$ cat src/rtl/scarv_cop_mem_seq.sv
// Load/store sequencer for the SCARV coprocessor: one memory transaction at a time, 1/2/4 beats.
// Define SCARV_COP_SG_EN to enable the scatter/gather subclasses.
module scarv_cop_mem_seq (
    input  logic        g_clk,
    input  logic        g_resetn,
    input  logic        insn_valid,
    output logic        insn_ready,
    input  logic [3:0]  insn_sclass,
    input  logic [31:0] insn_base,
    input  logic [31:0] insn_imm,
    input  logic [31:0] insn_offs,
    input  logic [31:0] insn_wdata,
    input  logic        insn_wb_h,
    input  logic        insn_wb_b,
    output logic        mem_req,
    input  logic        mem_gnt,
    output logic        mem_wen,
    output logic [31:0] mem_addr,
    output logic [31:0] mem_wdata,
    output logic [3:0]  mem_ben,
    input  logic        mem_recv,
    input  logic [31:0] mem_rdata,
    input  logic        mem_error,
    output logic        res_valid,
    output logic [31:0] res_data,
    output logic        res_error
);
    localparam logic [3:0] SCLASS_SCATTER_B = 4'h0;
    localparam logic [3:0] SCLASS_SCATTER_H = 4'h1;
    localparam logic [3:0] SCLASS_GATHER_B  = 4'h2;
    localparam logic [3:0] SCLASS_GATHER_H  = 4'h3;
    localparam logic [3:0] SCLASS_LD_BU     = 4'h4;
    localparam logic [3:0] SCLASS_LD_HU     = 4'h5;
    localparam logic [3:0] SCLASS_LD_W      = 4'h6;
    localparam logic [3:0] SCLASS_ST_B      = 4'h7;
    localparam logic [3:0] SCLASS_ST_H      = 4'h8;
    localparam logic [3:0] SCLASS_ST_W      = 4'h9;

`ifdef SCARV_COP_SG_EN
    localparam bit SG_EN = 1'b1;
`else
    localparam bit SG_EN = 1'b0;
`endif

    typedef enum logic [1:0] {IDLE, REQ, WAIT, DONE} state_t;

    state_t      state_reg;
    logic [3:0]  sclass_reg;
    logic [31:0] base_reg, imm_reg, offs_reg, wdata_reg;
    logic        wb_h_reg, wb_b_reg;
    logic [1:0]  beat_reg;

    logic        size_w, size_h, size_b, is_store, is_sg, known;
    logic [1:0]  beats_m1;

    always_comb begin
        size_w   = 1'b0;
        size_h   = 1'b0;
        size_b   = 1'b0;
        is_store = 1'b0;
        is_sg    = 1'b0;
        known    = 1'b1;
        beats_m1 = 2'd0;
        case (sclass_reg)
            SCLASS_LD_W:      size_w = 1'b1;
            SCLASS_LD_HU:     size_h = 1'b1;
            SCLASS_LD_BU:     size_b = 1'b1;
            SCLASS_ST_W:      begin size_w = 1'b1; is_store = 1'b1; end
            SCLASS_ST_H:      begin size_h = 1'b1; is_store = 1'b1; end
            SCLASS_ST_B:      begin size_b = 1'b1; is_store = 1'b1; end
            SCLASS_GATHER_H:  begin size_h = 1'b1; is_sg = 1'b1; beats_m1 = 2'd1; end
            SCLASS_GATHER_B:  begin size_b = 1'b1; is_sg = 1'b1; beats_m1 = 2'd3; end
            SCLASS_SCATTER_H: begin size_h = 1'b1; is_sg = 1'b1; is_store = 1'b1; beats_m1 = 2'd1; end
            SCLASS_SCATTER_B: begin size_b = 1'b1; is_sg = 1'b1; is_store = 1'b1; beats_m1 = 2'd3; end
            default:          known = 1'b0;
        endcase
        if (is_sg && !SG_EN) begin
            known = 1'b0;
        end
    end

    // Scatter/gather elements follow the beat index; single-beat ops use the wb lane select.
    logic        lane_h;
    logic [1:0]  lane_b;
    logic [7:0]  off_b, st_byte, rd_byte;
    logic [15:0] off_h, st_half, rd_half;
    logic [31:0] beat_addr, beat_wdata;
    logic [3:0]  beat_ben;
    logic        misaligned, beat_last, issue;

    assign lane_h  = is_sg ? beat_reg[0] : wb_h_reg;
    assign lane_b  = is_sg ? beat_reg : {wb_h_reg, wb_b_reg};
    assign off_b   = offs_reg[{beat_reg, 3'b000} +: 8];
    assign off_h   = offs_reg[{beat_reg[0], 4'b0000} +: 16];
    assign st_byte = wdata_reg[{lane_b, 3'b000} +: 8];
    assign st_half = wdata_reg[{lane_h, 4'b0000} +: 16];
    assign rd_byte = mem_rdata[{beat_addr[1:0], 3'b000} +: 8];
    assign rd_half = mem_rdata[{beat_addr[1], 4'b0000} +: 16];

    assign beat_addr = !is_sg ? base_reg + imm_reg :
                       size_b ? base_reg + {24'd0, off_b} :
                                base_reg + {16'd0, off_h};
    assign beat_wdata = size_w ? wdata_reg : size_h ? {2{st_half}} : {4{st_byte}};
    assign beat_ben   = size_w ? 4'b1111 :
                        size_h ? (beat_addr[1] ? 4'b1100 : 4'b0011) :
                                 (4'b0001 << beat_addr[1:0]);
    assign misaligned = (size_w && beat_addr[1:0] != 2'b00) || (size_h && beat_addr[0]);
    assign beat_last  = SG_EN ? (beat_reg == beats_m1) : 1'b1;

    // Request fields are held by the captured registers, so they are stable until grant.
    assign issue     = (state_reg == REQ) && known && !misaligned;
    assign mem_req   = issue;
    assign mem_wen   = issue && is_store;
    assign mem_addr  = issue ? beat_addr : 32'd0;
    assign mem_wdata = issue ? beat_wdata : 32'd0;
    assign mem_ben   = issue ? beat_ben : 4'd0;

    always_ff @(posedge g_clk or negedge g_resetn) begin
        if (!g_resetn) begin
            state_reg  <= IDLE;
            sclass_reg <= 4'd0;
            base_reg   <= 32'd0;
            imm_reg    <= 32'd0;
            offs_reg   <= 32'd0;
            wdata_reg  <= 32'd0;
            wb_h_reg   <= 1'b0;
            wb_b_reg   <= 1'b0;
            beat_reg   <= 2'd0;
            insn_ready <= 1'b1;
            res_valid  <= 1'b0;
            res_data   <= 32'd0;
            res_error  <= 1'b0;
        end else begin
            res_valid <= 1'b0;
            case (state_reg)
                IDLE: begin
                    if (insn_valid) begin
                        sclass_reg <= insn_sclass;
                        base_reg   <= insn_base;
                        imm_reg    <= insn_imm;
                        offs_reg   <= insn_offs;
                        wdata_reg  <= insn_wdata;
                        wb_h_reg   <= insn_wb_h;
                        wb_b_reg   <= insn_wb_b;
                        beat_reg   <= 2'd0;
                        res_data   <= insn_wdata;
                        res_error  <= 1'b0;
                        insn_ready <= 1'b0;
                        state_reg  <= REQ;
                    end
                end
                REQ: begin
                    if (!known || misaligned) begin
                        res_error <= 1'b1;
                        res_data  <= 32'd0;
                        res_valid <= 1'b1;
                        state_reg <= DONE;
                    end else if (mem_gnt) begin
                        state_reg <= WAIT;
                    end
                end
                WAIT: begin
                    if (mem_error) begin
                        res_error <= 1'b1;
                        res_data  <= 32'd0;
                        res_valid <= 1'b1;
                        state_reg <= DONE;
                    end else if (mem_recv) begin
                        if (!is_store) begin
                            if (size_w) begin
                                res_data <= mem_rdata;
                            end else if (size_h) begin
                                res_data[{lane_h, 4'b0000} +: 16] <= rd_half;
                            end else begin
                                res_data[{lane_b, 3'b000} +: 8] <= rd_byte;
                            end
                        end
                        if (beat_last) begin
                            if (is_store) begin
                                res_data <= 32'd0;
                            end
                            res_valid <= 1'b1;
                            state_reg <= DONE;
                        end else begin
                            beat_reg  <= beat_reg + 2'd1;
                            state_reg <= REQ;
                        end
                    end
                end
                DONE: begin
                    insn_ready <= 1'b1;
                    state_reg  <= IDLE;
                end
                default: state_reg <= IDLE;
            endcase
        end
    end
endmodule

$ cat config.mk
export PLATFORM = sky130hd
export DESIGN_NAME = scarv_cop_mem_seq
export DESIGN_NICKNAME = d
export VERILOG_FILES = /design/src/rtl/scarv_cop_mem_seq.sv
export SDC_FILE = /design/constraint.sdc
export NUM_CORES = 1
export LEC_CHECK = 0
export CORE_MARGIN = 1
export CORE_UTILIZATION = 50
export CTS_CLUSTER_DIAMETER = 100
export DETAILED_ROUTE_END_ITERATION = 16
export HOLD_SLACK_MARGIN = 0.05
export PLACE_DENSITY_LB_ADDON = 0.1
export SLEW_MARGIN = 40
export SYNTH_ARGS = -nofsm -noshare
export SYNTH_HDL_FRONTEND = slang
export SYNTH_SLANG_ARGS = --single-unit
$ cat constraint.sdc
create_clock -name g_clk -period 4.63 [get_ports g_clk]
set_input_delay 0.463 -clock g_clk [delete_from_list [all_inputs] [get_ports g_clk]]
set_output_delay 0.463 -clock g_clk [all_outputs]
set_load 0.05 [all_outputs]
# Word-level counts from Yosys, hierarchy flattened
# Cells that the tools add are included.
# word_totals
ff_bits,155
input_bits,172
out_inout_bits,105
wordCells,112
# classes
addsub,5
eq_ne,17
shift,9
mux,44
n_reduce_logical,25
# ops
operator,n
$mux W32,13
$pmux W32 S3,1
$bwmux W32,2
$shiftx A32 B6 Y16,2
$shiftx A32 B6 Y8,2
$add A32 B16 Y32,1
$add A32 B32 Y32,1
$add A32 B8 Y32,1
$shift A16 B7 Y32 const A,1
$shift A8 B7 Y32 const A,1
$shiftx A16 B7 Y32,1
$shiftx A8 B7 Y32,1
$eq A4 B3 Y1 const B,4
$mux W4,4
$mux W1,14
$neg A5 Y7,2
$mux W2,6
$reduce_or A4 Y1,3
$reduce_or A10 Y1,1
$eq A4 B2 Y1 const B,2
$eq A4 B4 Y1 const B,2
$pmux W2 S4,1
$reduce_and A4 Y1,2
$logic_and A1 B1 Y1,5
20 further kinds,27

# Longest topological paths before layout
# logic_depth
ltp_word,14
mapped_depth,20
mapped_depth_nobuf,14

# Worst setup path before layout
# Ideal clock, no wire load.
# synth_timing
path_kind,register to output
startpoint,reg sclass_reg[3]
endpoint,out mem_addr[29]
arrival_time_ns,4.469
required_ns,4.167
path_slack_ns,-0.302
stages_incl_launch_ff,19
path_buffers,5
cell_sequence,dfrtp_1 -> buf_2 -> nor2_1 -> clkbuf_1 -> nand2_1 -> nand2_1 -> ha_1 -> inv_1 -> fa_1 -> buf_2 -> o21ai_0 -> or2_1 -> a21oi_2 -> o21ai_4 -> inv_2 -> clkbuf_1 -> clkbuf_1 -> nand2_1 -> mux2i_1
# synth_via
elab_chain_cells,11
elab_cells_between_ends,31
# synth_lines
element,line,text
"start, declared",48,logic [3:0] sclass_reg;
"start signal, assigned",138,sclass_reg <= insn_sclass;
"$eq A4 B2 Y1, or another cell as far along",64,case (sclass_reg)
$reduce_or A4 Y1 (no line),--,
$mux W1,64,
$mux W32,101,"size_b ? base_reg + {24'd0, off_b} :"
$mux W32,100,assign beat_addr = !is_sg ? base_reg + imm_reg :
$reduce_bool A2 Y1,107,assign misaligned = (size_w && beat_addr[1:0] != 2'b00) || (size_h && beat_addr[0]);
$logic_and A1 B1 Y1,107,
$logic_or A1 B1 Y1,107,
$logic_not A1 Y1,111,assign issue = (state_reg == REQ) && known && !misaligned;
$logic_and A1 B1 Y1 (*),111,
via mem_req,15,"output logic mem_req,"
$mux W32 (*),114,assign mem_addr = issue ? beat_addr : 32'd0;
"end, declared",18,"output logic [31:0] mem_addr,"
# Mark *: on every way through the listed nets, which the timed path passes. The rest lies on a longest branch.

# Worst setup path in the final report
# layout_timing
startpoint,reg sclass_reg[2]
endpoint,out mem_addr[29]
# layout_via
elab_chain_cells,11
elab_cells_between_ends,31
# layout_lines
element,line
"$eq A4 B2 Y1, or another cell as far along",64
$reduce_or A4 Y1 (no line),--
$mux W1,64
$mux W32,101
$mux W32,100
$reduce_bool A2 Y1,107
$logic_and A1 B1 Y1,107
$logic_or A1 B1 Y1,107
$logic_not A1 Y1,111
$logic_and A1 B1 Y1,111
$mux W32 (*),114
# Every way passes the cells marked *; elsewhere a longest branch is shown, timed or not.

==> reports/results.tsv <==
stage	metric	value	unit
run_status	status	finished, final reports clean	
synth	avgSynthCellArea	9.359	µm²
synth	synth.distinct_cells	67	
final_layout	nFillCells	1648	
synth	synth_area_leaders	dfrtp_1 (35%), mux2_2 (12%), mux2i_1 (6.1%)	
sta	slew_headroom	42.40	%
floorplanning	core	0.02115	mm²
synth	synth_compound_area_share	19.02	%
worst_setup_path	crit_fanout	9	
routing	wl_per_cell	20.21	µm
worst_setup_path	worst_setup_path_start_kind	flop	
global_route	gr-total-overflow	0	
synth	synth_top_area_cell	dfrtp_1	
synth	synth-xor-area-share	1.048	%
synth	muxShareOfSynthArea	18.52	%
synth	yosysWarningCount	0	
sta	drv_slew	0	
global_route	antenna_found_initial	4	
worst_setup_path	crit_type	flop to primary output	
floorplanning	io_pins	277	
placement	gp_congestion	0.8746	
worst_setup_path	crit_path_end	mem_addr[29]	
clock_tree	cts_hold_repair.buffers	0	
placement	place.port_buffers	260	
worst_setup_path	critPathLaunch	sclass_reg[2]$_DFFE_PN0P_	
final_layout	drive_gt1_share	21.85	%
global_route	grt_pass1_vias	9621	
worst_setup_path	worstRegToRegCells	15	
synth	yosysMostFrequentCell	dfrtp_1	
synth	synth_top_family_by_area	compound AO/OA/AOI/OAI gates	
final_layout	area_growth	38.86	%
synth	synthTopCellsByCount	dfrtp_1 (154), nand2_1 (121), mux2_2 (120), nor2_1 (114), a21oi_1 (67)	
clock_tree	cts_root_buf	clkbuf_16	
floorplanning	initial_utilization	51.36	%
final_layout	final_nets	1599	
clock_tree	clk_pin_slew	70	ps
routing	wirelength	33.79	mm
synth	synth-simple-area-share	16.73	%
worst_setup_path	required	4170	ps
synth	synth_flop_cell	dfrtp_1	
floorplanning	die_w	149.4	µm
clock_tree	clockBufferDepth	2	
synth	synth-adder-area-share	5.136	%
synth	async_flop_share	100.0	%
worst_setup_path	worstReg2RegEnd	res_data[22]$_DFFE_PN0P_	
routing	via_per_inst	6.030	
routing	ant_nets	0	
sta	period_share	97.25	%
hold_path	hp-class	input port to async pin	
clock_tree	cts.sinks	155	
job	cap_violations	0	
placement	place_ws	242.2	ps
floorplanning	fp.dieH	149.4	µm
global_route	grt_max_degree	82	
sta	holdWs	41.27	ps
synth	synthCells	1161	
sta	clock-skew-final	17.15	ps
synth	synth_top_area_share	35.47	%
placement	dpl.hpwl	24.23	mm
global_route	grt_first_pass_wirelength	52.38	mm
sta	final_hold_viol_count	0	
clock_tree	cts_tree	done	
routing	drc_errors	0	
sta	layout_setup_ws	127.3	ps
worst_setup_path	r2r_slack	830	ps
synth	synth_edf_count	0	
routing	drt_iter0_drc	784	
floorplanning	die-area	0.02232	mm²
routing	vias	10080	
sta	finalSetupViolCount	0	
sta	fin_crit	4503	ps
worst_setup_path	r2r-start	sclass_reg[3]$_DFFE_PN0P_	
sta	timing.fmax	222.1	MHz
final_layout	fin_util	71.33	%
synth	syn_area	0.01087	mm²
routing	dr.pass1.iters	5	
sta	tightest_slew	863.9	ps
clock_tree	clkLatencyLatePin	430	ps
worst_setup_path	cp.arrival	4040	ps
clock_tree	htreeDepth	4	
final_layout	regArea	0.003882	mm²
synth	seq_area_frac_synth	35.71	%
floorplanning	rows	53	
global_route	grt_use_total	30.57	%
clock_tree	numCtsBuffers	17	
synth	ys_ff_latch	155	
synth	syn_nets	1377	
worst_setup_path	cp-end-kind	primary output	
final_layout	multi_input_area	0.006683	mm²
## worst max-delay path, cell delays in order, from the launching register on
cell and delay (ps):
dfrtp_1 500, or2_2 460, nand2_1 110, nand2_1 60
ha_1 420, nand2_1 80, o21ai_0 410, a2111oi_2 140
o21ai_0 260, a21oi_2 110, o311ai_0 550, mux2i_2 340
buf_12 170
## per-stage QoR
step	setup TNS [ps]	instances	cell area, µm²
after global routing	-52.54	1672	15090
after floorplan	0	1161	10890
after detailed placement	0	1634	14360
after global placement	0	1634	14350
final	0	1672	15090
after CTS	0	1667	15010
## per-layer routing
metal	GRT usage, %	vias up	wire length [µm]
li1	-	4676	-
met1	43.29	4861	14850
met2	45.00	483	14880
met3	8.415	58	3307
met4	9.643	4	736
met5	0	-	24
## cell type report
cell class	count	share of cell area, %
Multi-Input combinational cell	909	44.29
Tap cell	275	2.280
Sequential cell	155	25.73
Inverter	21	0.5224
Clock inverter	14	1.343
Antenna cell	1	0.01659
Timing Repair Buffer	279	22.90
Clock buffer	18	2.911
## cells in the final DEF, fill, tap and decap left out, types with 30 or more instances in the layout
| master | n |
|---|---|
| nor2_1 | 113 |
| buf_12 | 70 |
| a211oi_1 | 35 |
| mux2i_1 | 60 |
| nand2b_1 | 41 |
| clkdlybuf4s50_1 | 190 |
| o21ai_0 | 54 |
| a21oi_1 | 66 |
| ha_1 | 42 |
| mux2_2 | 120 |
| a221oi_1 | 32 |
| o221ai_2 | 30 |
| dfrtp_1 | 152 |
| nand2_1 | 119 |
## worst min path at each step
stage                       startpoint                 endpoint  slack, ps  depth (start not counted)
2_1_floorplan                 g_resetn  base_reg[0]$_DFFE_PN0P_        170                          0
3_3_place_gp   imm_reg[29]$_DFFE_PN0P_  imm_reg[29]$_DFFE_PN0P_        480                          1
3_5_place_dp   imm_reg[17]$_DFFE_PN0P_  imm_reg[17]$_DFFE_PN0P_        490                          1
4_1_cts                       g_resetn  imm_reg[23]$_DFFE_PN0P_         90                          1
5_1_grt                       g_resetn  imm_reg[23]$_DFFE_PN0P_         90                          1
6_report                      g_resetn  imm_reg[23]$_DFFE_PN0P_         40                          1
## what timing repair did
action | CTS | global route
pin swaps | 1 | 4
gates cloned | 1 | 1
resized for setup | 2 | 11
setup endpoints to repair | 42 | 43
setup buffers | 0 | 3
## logic make-up (layout without fill, tap and decap cells)
logic type | count (synthesis) | count (layout)
mux | 186 | 186
compound gates | 276 | 276
simple gates | 388 | 390
buf+inv | 99 | 332
other cells | 0 | 1
flops | 155 | 155
fa+ha+maj | 44 | 44
xor+xnor | 13 | 13
Power is not shown: default switching activity piles up to over one toggle a cycle in this logic, so the estimate is an artifact.
